**src/rtl/multicycle_control_fsm_if.sv**
```systemverilog
// Control bundle between the multicycle control FSM (master) and the datapath (slave).
// Optional build macro: ILLEGAL_TRAP_EN adds the ILLEGAL status line.
interface multicycle_control_fsm_if #(
  parameter int STATE_W = 4
);
  logic [6:0]         OPCODE;
  logic [2:0]         FUNCT3;
  logic               FUNCT7_5;
  logic               ZERO;
  logic               MEM_READY;
  logic [1:0]         ALUOP;
  logic [3:0]         INSTRUCCION;
  logic               PCWRITE;
  logic               IRWRITE;
  logic               ADRSRC;
  logic               MEMREAD;
  logic               MEMWRITE;
  logic               REGWRITE;
  logic [1:0]         ALUSRCA;
  logic [1:0]         ALUSRCB;
  logic [1:0]         RESULTSRC;
  logic [1:0]         IMMSRC;
  logic [STATE_W-1:0] STATE;
`ifdef ILLEGAL_TRAP_EN
  logic               ILLEGAL;
`endif

  modport master (
    input  OPCODE, FUNCT3, FUNCT7_5, ZERO, MEM_READY,
    output ALUOP, INSTRUCCION, PCWRITE, IRWRITE, ADRSRC, MEMREAD, MEMWRITE,
           REGWRITE, ALUSRCA, ALUSRCB, RESULTSRC, IMMSRC,
`ifdef ILLEGAL_TRAP_EN
    output ILLEGAL,
`endif
    output STATE
  );

  modport slave (
    output OPCODE, FUNCT3, FUNCT7_5, ZERO, MEM_READY,
    input  ALUOP, INSTRUCCION, PCWRITE, IRWRITE, ADRSRC, MEMREAD, MEMWRITE,
           REGWRITE, ALUSRCA, ALUSRCB, RESULTSRC, IMMSRC,
`ifdef ILLEGAL_TRAP_EN
    input  ILLEGAL,
`endif
    input  STATE
  );
endinterface

```
**src/rtl/multicycle_control_fsm.sv**
```systemverilog
// Main control FSM of the multicycle RV32I core; feeds ALUOP/INSTRUCCION to the ALU control.
// Optional build macro: ILLEGAL_TRAP_EN (unknown opcodes trap and raise ILLEGAL until reset).
//
// state  | meaning
// FETCH  | read instruction, PC <= PC+4 when memory is ready
// DECODE | branch target into ALUOUT, dispatch on opcode
// MEMADR | load/store address = RS1 + imm
// MEMRD  | load data read, waits on MEM_READY
// MEMWB  | load data to register file
// MEMWR  | store write, waits on MEM_READY
// EXECR  | R-type ALU operation
// EXECI  | I-type ALU operation
// ALUWB  | ALU result to register file
// BRANCH | BEQ compare, PC load on ZERO
// JAL    | PC <= target, then link OLDPC+4
// TRAP   | illegal opcode, idle with ILLEGAL set (ILLEGAL_TRAP_EN only)
module multicycle_control_fsm #(
  parameter int STATE_W = 4
) (
  input logic                  CLK,
  input logic                  RST_N,
  multicycle_control_fsm_if.master bus
);

  typedef enum logic [STATE_W-1:0] {
    FETCH  = STATE_W'(0),
    DECODE = STATE_W'(1),
    MEMADR = STATE_W'(2),
    MEMRD  = STATE_W'(3),
    MEMWB  = STATE_W'(4),
    MEMWR  = STATE_W'(5),
    EXECR  = STATE_W'(6),
    EXECI  = STATE_W'(7),
    ALUWB  = STATE_W'(8),
    BRANCH = STATE_W'(9),
`ifdef ILLEGAL_TRAP_EN
    JAL    = STATE_W'(10),
    TRAP   = STATE_W'(11)
`else
    JAL    = STATE_W'(10)
`endif
  } state_t;

  localparam logic [6:0] OP_R     = 7'b0110011;
  localparam logic [6:0] OP_I     = 7'b0010011;
  localparam logic [6:0] OP_LOAD  = 7'b0000011;
  localparam logic [6:0] OP_STORE = 7'b0100011;
  localparam logic [6:0] OP_BEQ   = 7'b1100011;
  localparam logic [6:0] OP_JAL   = 7'b1101111;

  state_t r_state;
  state_t w_next_state;
  logic   w_is_store;

  assign w_is_store = (bus.OPCODE == OP_STORE);
  assign bus.STATE  = r_state;

  // State register with synchronous active-low reset.
  always_ff @(posedge CLK) begin
    if (!RST_N) r_state <= FETCH;
    else        r_state <= w_next_state;
  end

  // Next-state and Moore decode; PCWRITE/IRWRITE follow ZERO or MEM_READY where noted.
  always_comb begin
    w_next_state     = r_state;
    bus.ALUOP        = 2'b00;
    bus.INSTRUCCION  = 4'b0000;
    bus.PCWRITE      = 1'b0;
    bus.IRWRITE      = 1'b0;
    bus.ADRSRC       = 1'b0;
    bus.MEMREAD      = 1'b0;
    bus.MEMWRITE     = 1'b0;
    bus.REGWRITE     = 1'b0;
    bus.ALUSRCA      = 2'b00;
    bus.ALUSRCB      = 2'b00;
    bus.RESULTSRC    = 2'b00;
    bus.IMMSRC       = 2'b00;
`ifdef ILLEGAL_TRAP_EN
    bus.ILLEGAL      = 1'b0;
`endif
    case (r_state)
      FETCH: begin
        bus.MEMREAD   = 1'b1;
        bus.ALUSRCB   = 2'b10;
        bus.ALUOP     = 2'b10;
        bus.RESULTSRC = 2'b10;
        bus.IRWRITE   = bus.MEM_READY;
        bus.PCWRITE   = bus.MEM_READY;
        if (bus.MEM_READY) w_next_state = DECODE;
      end
      DECODE: begin
        bus.ALUSRCA = 2'b01;
        bus.ALUSRCB = 2'b01;
        bus.IMMSRC  = 2'b10;
        bus.ALUOP   = 2'b10;
        case (bus.OPCODE)
          OP_R:              w_next_state = EXECR;
          OP_I:              w_next_state = EXECI;
          OP_LOAD, OP_STORE: w_next_state = MEMADR;
          OP_BEQ:            w_next_state = BRANCH;
          OP_JAL:            w_next_state = JAL;
`ifdef ILLEGAL_TRAP_EN
          default:           w_next_state = TRAP;
`else
          default:           w_next_state = FETCH;
`endif
        endcase
      end
      MEMADR: begin
        bus.ALUSRCA  = 2'b10;
        bus.ALUSRCB  = 2'b01;
        bus.ALUOP    = 2'b10;
        bus.IMMSRC   = w_is_store ? 2'b01 : 2'b00;
        w_next_state = w_is_store ? MEMWR : MEMRD;
      end
      MEMRD: begin
        bus.ADRSRC  = 1'b1;
        bus.MEMREAD = 1'b1;
        if (bus.MEM_READY) w_next_state = MEMWB;
      end
      MEMWB: begin
        bus.RESULTSRC = 2'b01;
        bus.REGWRITE  = 1'b1;
        w_next_state  = FETCH;
      end
      MEMWR: begin
        bus.ADRSRC   = 1'b1;
        bus.MEMWRITE = 1'b1;
        if (bus.MEM_READY) w_next_state = FETCH;
      end
      EXECR: begin
        bus.ALUSRCA     = 2'b10;
        bus.INSTRUCCION = {bus.FUNCT7_5, bus.FUNCT3};
        w_next_state    = ALUWB;
      end
      EXECI: begin
        // Only shifts use funct7[5]; for ADDI etc. instr[30] is immediate data.
        bus.ALUSRCA     = 2'b10;
        bus.ALUSRCB     = 2'b01;
        bus.INSTRUCCION = {(bus.FUNCT3 == 3'b101) ? bus.FUNCT7_5 : 1'b0, bus.FUNCT3};
        w_next_state    = ALUWB;
      end
      ALUWB: begin
        bus.REGWRITE = 1'b1;
        w_next_state = FETCH;
      end
      BRANCH: begin
        bus.ALUSRCA  = 2'b10;
        bus.ALUOP    = 2'b01;
        bus.PCWRITE  = bus.ZERO;
        w_next_state = FETCH;
      end
      JAL: begin
        bus.ALUSRCA  = 2'b01;
        bus.ALUSRCB  = 2'b10;
        bus.ALUOP    = 2'b10;
        bus.PCWRITE  = 1'b1;
        w_next_state = ALUWB;
      end
`ifdef ILLEGAL_TRAP_EN
      TRAP: begin
        bus.ILLEGAL  = 1'b1;
        w_next_state = TRAP;
      end
`endif
      default: w_next_state = FETCH;
    endcase
  end

endmodule

```
**src/flat_wrapper.sv**
```systemverilog
// flat-port wrapper written by rule: the top's interface ports become plain ports
module multicycle_control_fsm_flat 
#(
  parameter int STATE_W = 4
)
  (CLK, RST_N, bus_OPCODE, bus_FUNCT3, bus_FUNCT7_5, bus_ZERO, bus_MEM_READY, bus_ALUOP, bus_INSTRUCCION, bus_PCWRITE, bus_IRWRITE, bus_ADRSRC, bus_MEMREAD, bus_MEMWRITE, bus_REGWRITE, bus_ALUSRCA, bus_ALUSRCB, bus_RESULTSRC, bus_IMMSRC, bus_STATE);
  multicycle_control_fsm_if #(.STATE_W(STATE_W)) bus_i ();
  input logic CLK;
  input logic RST_N;
  input wire logic [$bits(bus_i.OPCODE)-1:0] bus_OPCODE;
  input wire logic [$bits(bus_i.FUNCT3)-1:0] bus_FUNCT3;
  input wire logic [$bits(bus_i.FUNCT7_5)-1:0] bus_FUNCT7_5;
  input wire logic [$bits(bus_i.ZERO)-1:0] bus_ZERO;
  input wire logic [$bits(bus_i.MEM_READY)-1:0] bus_MEM_READY;
  output wire logic [$bits(bus_i.ALUOP)-1:0] bus_ALUOP;
  output wire logic [$bits(bus_i.INSTRUCCION)-1:0] bus_INSTRUCCION;
  output wire logic [$bits(bus_i.PCWRITE)-1:0] bus_PCWRITE;
  output wire logic [$bits(bus_i.IRWRITE)-1:0] bus_IRWRITE;
  output wire logic [$bits(bus_i.ADRSRC)-1:0] bus_ADRSRC;
  output wire logic [$bits(bus_i.MEMREAD)-1:0] bus_MEMREAD;
  output wire logic [$bits(bus_i.MEMWRITE)-1:0] bus_MEMWRITE;
  output wire logic [$bits(bus_i.REGWRITE)-1:0] bus_REGWRITE;
  output wire logic [$bits(bus_i.ALUSRCA)-1:0] bus_ALUSRCA;
  output wire logic [$bits(bus_i.ALUSRCB)-1:0] bus_ALUSRCB;
  output wire logic [$bits(bus_i.RESULTSRC)-1:0] bus_RESULTSRC;
  output wire logic [$bits(bus_i.IMMSRC)-1:0] bus_IMMSRC;
  output wire logic [$bits(bus_i.STATE)-1:0] bus_STATE;
  assign bus_i.OPCODE = bus_OPCODE;
  assign bus_i.FUNCT3 = bus_FUNCT3;
  assign bus_i.FUNCT7_5 = bus_FUNCT7_5;
  assign bus_i.ZERO = bus_ZERO;
  assign bus_i.MEM_READY = bus_MEM_READY;
  assign bus_ALUOP = bus_i.ALUOP;
  assign bus_INSTRUCCION = bus_i.INSTRUCCION;
  assign bus_PCWRITE = bus_i.PCWRITE;
  assign bus_IRWRITE = bus_i.IRWRITE;
  assign bus_ADRSRC = bus_i.ADRSRC;
  assign bus_MEMREAD = bus_i.MEMREAD;
  assign bus_MEMWRITE = bus_i.MEMWRITE;
  assign bus_REGWRITE = bus_i.REGWRITE;
  assign bus_ALUSRCA = bus_i.ALUSRCA;
  assign bus_ALUSRCB = bus_i.ALUSRCB;
  assign bus_RESULTSRC = bus_i.RESULTSRC;
  assign bus_IMMSRC = bus_i.IMMSRC;
  assign bus_STATE = bus_i.STATE;
  multicycle_control_fsm #(.STATE_W(STATE_W)) u_core (.CLK(CLK), .RST_N(RST_N), .bus(bus_i));
endmodule
```
**config.mk**
```make
export PLATFORM = sky130hd
export DESIGN_NAME = multicycle_control_fsm_flat
export DESIGN_NICKNAME = d
export VERILOG_FILES = /design/src/rtl/multicycle_control_fsm_if.sv /design/src/rtl/multicycle_control_fsm.sv /design/src/flat_wrapper.sv
export SDC_FILE = /design/constraint.sdc
export NUM_CORES = 1
export LEC_CHECK = 0
export ABC_AREA = 0
export CORE_ASPECT_RATIO = 0.75
export CORE_MARGIN = 2
export CORE_UTILIZATION = 33
export CTS_BUF_LIST = sky130_fd_sc_hd__clkbuf_2
export CTS_CLUSTER_SIZE = 24
export DETAILED_ROUTE_END_ITERATION = 8
export PLACE_DENSITY = 0.87
export SETUP_SLACK_MARGIN = 0.1
export SLEW_MARGIN = 10
export SYNTH_ARGS = -nofsm -noshare
export SYNTH_HDL_FRONTEND = slang
export SYNTH_SLANG_ARGS = --single-unit
```
**constraint.sdc**
```tcl
create_clock -name CLK -period 1.2 [get_ports CLK]
set_input_delay 0.24 -clock CLK [delete_from_list [all_inputs] [get_ports CLK]]
set_output_delay 0.24 -clock CLK [all_outputs]
set_load 0.03 [all_outputs]
```
==> out/qor.txt, run 1 <==
number of synthesized flops with an enable pin = 0
Log Error = [ERROR DPL-0038] Utilization greater than 100%, impossible to legalize
dpl hpwl = 1.918 mm
port bufs = 38
TritonCTS Buffers = 3
ys async rst share = 0%
clock sinks = 4
H-tree Lvls = 1
status = aborted with a tool error
Syn Inst Count = 91
Worst-path end type = output port
main combinational cell family by area after synthesis = simple AND/OR/NAND/NOR gates
sequential area share after synthesis = 13.03%
clock buffer depth = 2
synth warn = 0
Initial Util = 35.30%
Die H = 41.37 um
pin count of the biggest net entering global routing = 10
Distinct cells, synth = 38
predominant post-synthesis flop cell = dfxtp_1
complex-gate fraction of the synthesized area = 24.85%
row cnt = 13
Die X = 53.82 um
worst setup endpoint GRT = bus_PCWRITE
cts hold-fix bufs = 0
Stopped at = global routing
Post-Synth Adder-Cell Area = 0%
mapped cell area = 614.3 um2
Post-Synth XOR/XNOR Area = 2.851%
placed cell area = 0.001331 mm2
mux share of post-synthesis cell area = 3.259%
Syn Nets = 106
number of synthesized register bits = 4
IO Pins = 39
Mapped Avg Cell Area = 6.751 um2
Root Buffer = clkbuf_2
post-synthesis simple-gate area fraction = 49.90%
Placer Congestion = 0.8458
[synthesized netlist by cell type, types with 2 or more instances]
master	n	share of area, %
nand3b_1	3	3.7
a21o_1	3	3.7
o21ai_0	4	3.3
mux2i_1	2	3.3
buf_2	5	4.1
nor2b_1	7	7.1
a22oi_1	2	2.4
nor3b_1	2	2.4
a211oi_1	2	2.4
a21oi_1	5	4.1
nor3_1	5	4.1
dfxtp_1	4	13
xnor2_1	2	2.9
nand2_1	4	2.4
nor2_1	11	6.7
and3_1	4	4.1
nand2b_1	4	4.1
nand3_1	2	1.6
[through the flow]
stage	hold slack (ns)	utilization (%)	std cells	worst slack, ns	TNS (ns)
2_1_floorplan	0.3668	-	91	-0.2103	-2.355
3_3_place_gp	0.7262	76.49	170	-0.4607	-3.320
3_5_place_dp	0.7241	76.49	170	-0.4932	-3.840
4_1_cts	0.5717	93.89	189	-0.3754	-6.428
[cell families after synthesis]
| family | count (synthesis) |
|---|---|
| buf+inv | 8 |
| xor+xnor | 2 |
| mux | 2 |
| compound gates | 23 |
| simple gates | 52 |
| flops | 4 |
[what timing repair did]
action | CTS
hold endpoints to repair | 0
buffers inserted | 16
gates resized for setup | 48
pin swaps | 11
setup endpoints to repair | 27
==> run 2, diff against run 1 <==
- CORE_AREA: default -> 2 2 63 65
- CORE_ASPECT_RATIO: 0.75 -> default
- CORE_MARGIN: 2 -> default
- CORE_UTILIZATION: 33 -> default
- CTS_BUF_LIST: sky130_fd_sc_hd__clkbuf_2 -> default
- CTS_CLUSTER_SIZE: 24 -> default
- DIE_AREA: default -> 0 0 65 67
- PLACE_DENSITY: 0.87 -> default
- PLACE_DENSITY_LB_ADDON: default -> 0.15
- SETUP_SLACK_MARGIN: 0.1 -> default
- clock period: 1.2 -> 1.55 ns (I/O delays scaled with it)
==> run 2 against run 1 <==
  * The flow now finishes, with violations (setup timing)
  * Synthesized cell count stayed put
  * Synthesized area stayed put
==> out/qor.txt, run 2 <==
DRC viols = 0
commonest cells after routing, fill and taps aside = buf_4 (52), buf_6 (24), clkdlybuf4s50_1 (9)
clock buffer depth = 2
WL/cell = 11.80 um
cts hold-fix bufs = 0
Root Buffer = clkbuf_8
diode count = 0
Final nets = 197
Syn Inst Count = 91
Placer Congestion = 0.7780
Die H = 67 um
# placed instances = 199
drt pass-1 iters = 2
post-route setup TNS = -0.3859 ns
power consumption = 0.6506 mW
vias in the first global route = 951
Reg2Reg Setup Slack = 0.05 ns
busiest layer in global routing = met2
Final Slew Violations = 0
Critical Path Fanout Max = 6
ys async rst share = 0%
Tcrit/Tclk final = 106.6%
WP data arrival = 1.34 ns
layout cells sized above 1 = 67.22%
startpoint types = flip-flop
Initial Util = 17.04%
CP bufs+invs = 2
cell depth of the worst flop-to-flop path = 6
Area growth syn-to-layout = 180.7%
RSZ-0062 raised after global routing = yes
TritonCTS Buffers = 3
Syn Nets = 106
fin cells = 228
Via Count = 990
count leader, synth = nor2_1
fin worst setup slack = -0.1016 ns
commonest non-fill, non-tap cell in the layout = buf_4
dpl hpwl = 1.981 mm
max_cap viols = 0
Worst Path Required = 1.24 ns
total global-route track usage = 12.53%
WHS Path Cells = 5
first-pass GRT wire length = 4.215 mm
Detailed Route Iter0 Violations = 14
pin count of the biggest net entering global routing = 10
Worst setup EP type = output port
Die X = 65 um
predominant post-synthesis flop cell = dfxtp_1
GRT overflow = 0
CP cell instances = and2b_2, buf_6, nor4_4, buf_6
Clk pin slew, worst setup/hold paths = 0.03 ns
RR Endpoint = u_core.bus.STATE[2]
Clock Latency Late Sink = 0.22 ns
min cycle time layout = 1.652 ns
beginning of the critical path = u_core.bus.STATE[1]
IO Pins = 39
met2 Use GR = 23.07%
CTS tree = built
number of synthesized flops with an enable pin = 0
initial antenna violation count = 0
final hold viol count = 0
Yosys top cell by area = dfxtp_1
Peak VDD IR = 0.1861 mV
clock sinks = 4
sequential area share after synthesis = 13.03%
met3 Track Usage GR = 1.182%
commonest cells in the netlist = nor2_1 (11), nor2b_1 (7), a21oi_1 (5), buf_2 (5), nor3_1 (5)
violated checks = setup timing
Worst Tran Pin Value = 0.2971 ns
Distinct cells, synth = 38
kind of critical path = flip-flop to output port
top cells by area, synth = dfxtp_1 (13%), nor2b_1 (7.1%), nor2_1 (6.7%)
CORE AREA = 0.003606 mm2
GR Layer Usage met1 = 14.60%
Worst Min Path Start = bus_OPCODE[3]
Mapped Avg Cell Area = 6.751 um2
slowest stage delay, CP = 0.37 ns
total die area = 0.004355 mm2
antenna viol nets, final = 0
RR Startpoint = u_core.bus.STATE[1]
number of synthesized register bits = 4
H-tree Lvls = 1
PD cells = 377.3 mW/mm2
Largest register FFs = 4
Worst path slowest cell = dfxtp_4
FMAX = 605.5 MHz
pre-CTS setup slack = -0.2222 ns
port bufs = 38
mapped cell area = 614.3 um2
Most common cell on crit path = buf_6
LEAKAGE = 0.7711 nW
row cnt = 22
routed vias/inst = 4.342
Setup violations, final = 9
status = finished with violations
skew final = 0.003466 ns
# fillers = 346
Hold EP = u_core.bus.STATE[0]
CP top delay family = simple AND/OR/NAND/NOR gates
Worst Hold Class = input pin to flip-flop
drt total wl = 2.690 mm
synth warn = 0
Slew headroom = 80.03%
Synth top area share = 13.03%
run 2: worst max-delay path by stage:
stage                                endpoint  slack, ns  cells after the start
after floorplan                bus_ALUSRCA[1]      -0.11                      4
after global placement    u_core.bus.STATE[2]      -0.18                      5
after detailed placement  u_core.bus.STATE[2]      -0.22                      5
after CTS                         bus_PCWRITE      -0.12                      6
after global routing              bus_MEMREAD      -0.14                      4
final                             bus_MEMREAD      -0.10                      4
run 2: worst min-delay path: cells and delay by family:
kind | cells | cell delay [ns]
compound gates | 1 | 0.06
simple gates | 2 | 0.20
buf+inv | 2 | 0.34
run 2: per-layer routing:
metal  part of all wire [%]  vias up
met5                      0        -
met4                    1.6        0
met3                    4.0        5
met2                     52       25
met1                     43      443
li1                       -      517
run 2: cell type report:
type                            count  area, um2  share of cell area, %
Clock buffer                        3      41.29                  2.395
Inverter                            1      3.754                 0.2177
Multi-Input combinational cell     79      700.7                  40.64
Sequential cell                     4      95.09                  5.515
Tap cell                           48      60.06                  3.483
Timing Repair Buffer               93      823.3                  47.75
run 2: timing repair:
action	CTS	global route
resized for setup	39	19
buffers inserted	13	13
pin swaps	10	8
endpoints found under the setup margin	21	19
run 2: logic make-up after synthesis:
group,synth area share (%)
muxes,3.259
buffers and inverters,6.107
xor gates and xnor gates,2.852
and+or+nand+nor,49.90
DFF,13.04
AOI/OAI and AO/OA,24.85
run 2: power by group:
part | leakage [nW] | internal, mW | total [mW] | switching [mW]
clock | 0.0216 | 0.166 | 0.224 | 0.0585
sequential | 0.0355 | 0.101 | 0.107 | 0.00588
combinational | 0.714 | 0.176 | 0.319 | 0.143
total | 0.771 | 0.443 | 0.651 | 0.207
run 2: metrics by stage:
| stage | utilization (%) | hold slack [ns] | area, um2 |
|---|---|---|---|
| 6_report | 47.81 | 0.7303 | 1724 |
| 5_1_grt | 47.81 | 0.7480 | 1724 |
| 4_1_cts | 43.13 | 0.7271 | 1555 |
| 3_5_place_dp | 35.95 | 0.7322 | 1296 |
| 3_3_place_gp | 35.95 | 0.7140 | 1296 |
| 2_1_floorplan | - | 0.4368 | 743.2 |
Note: power is estimated with default switching activity, not from simulation.
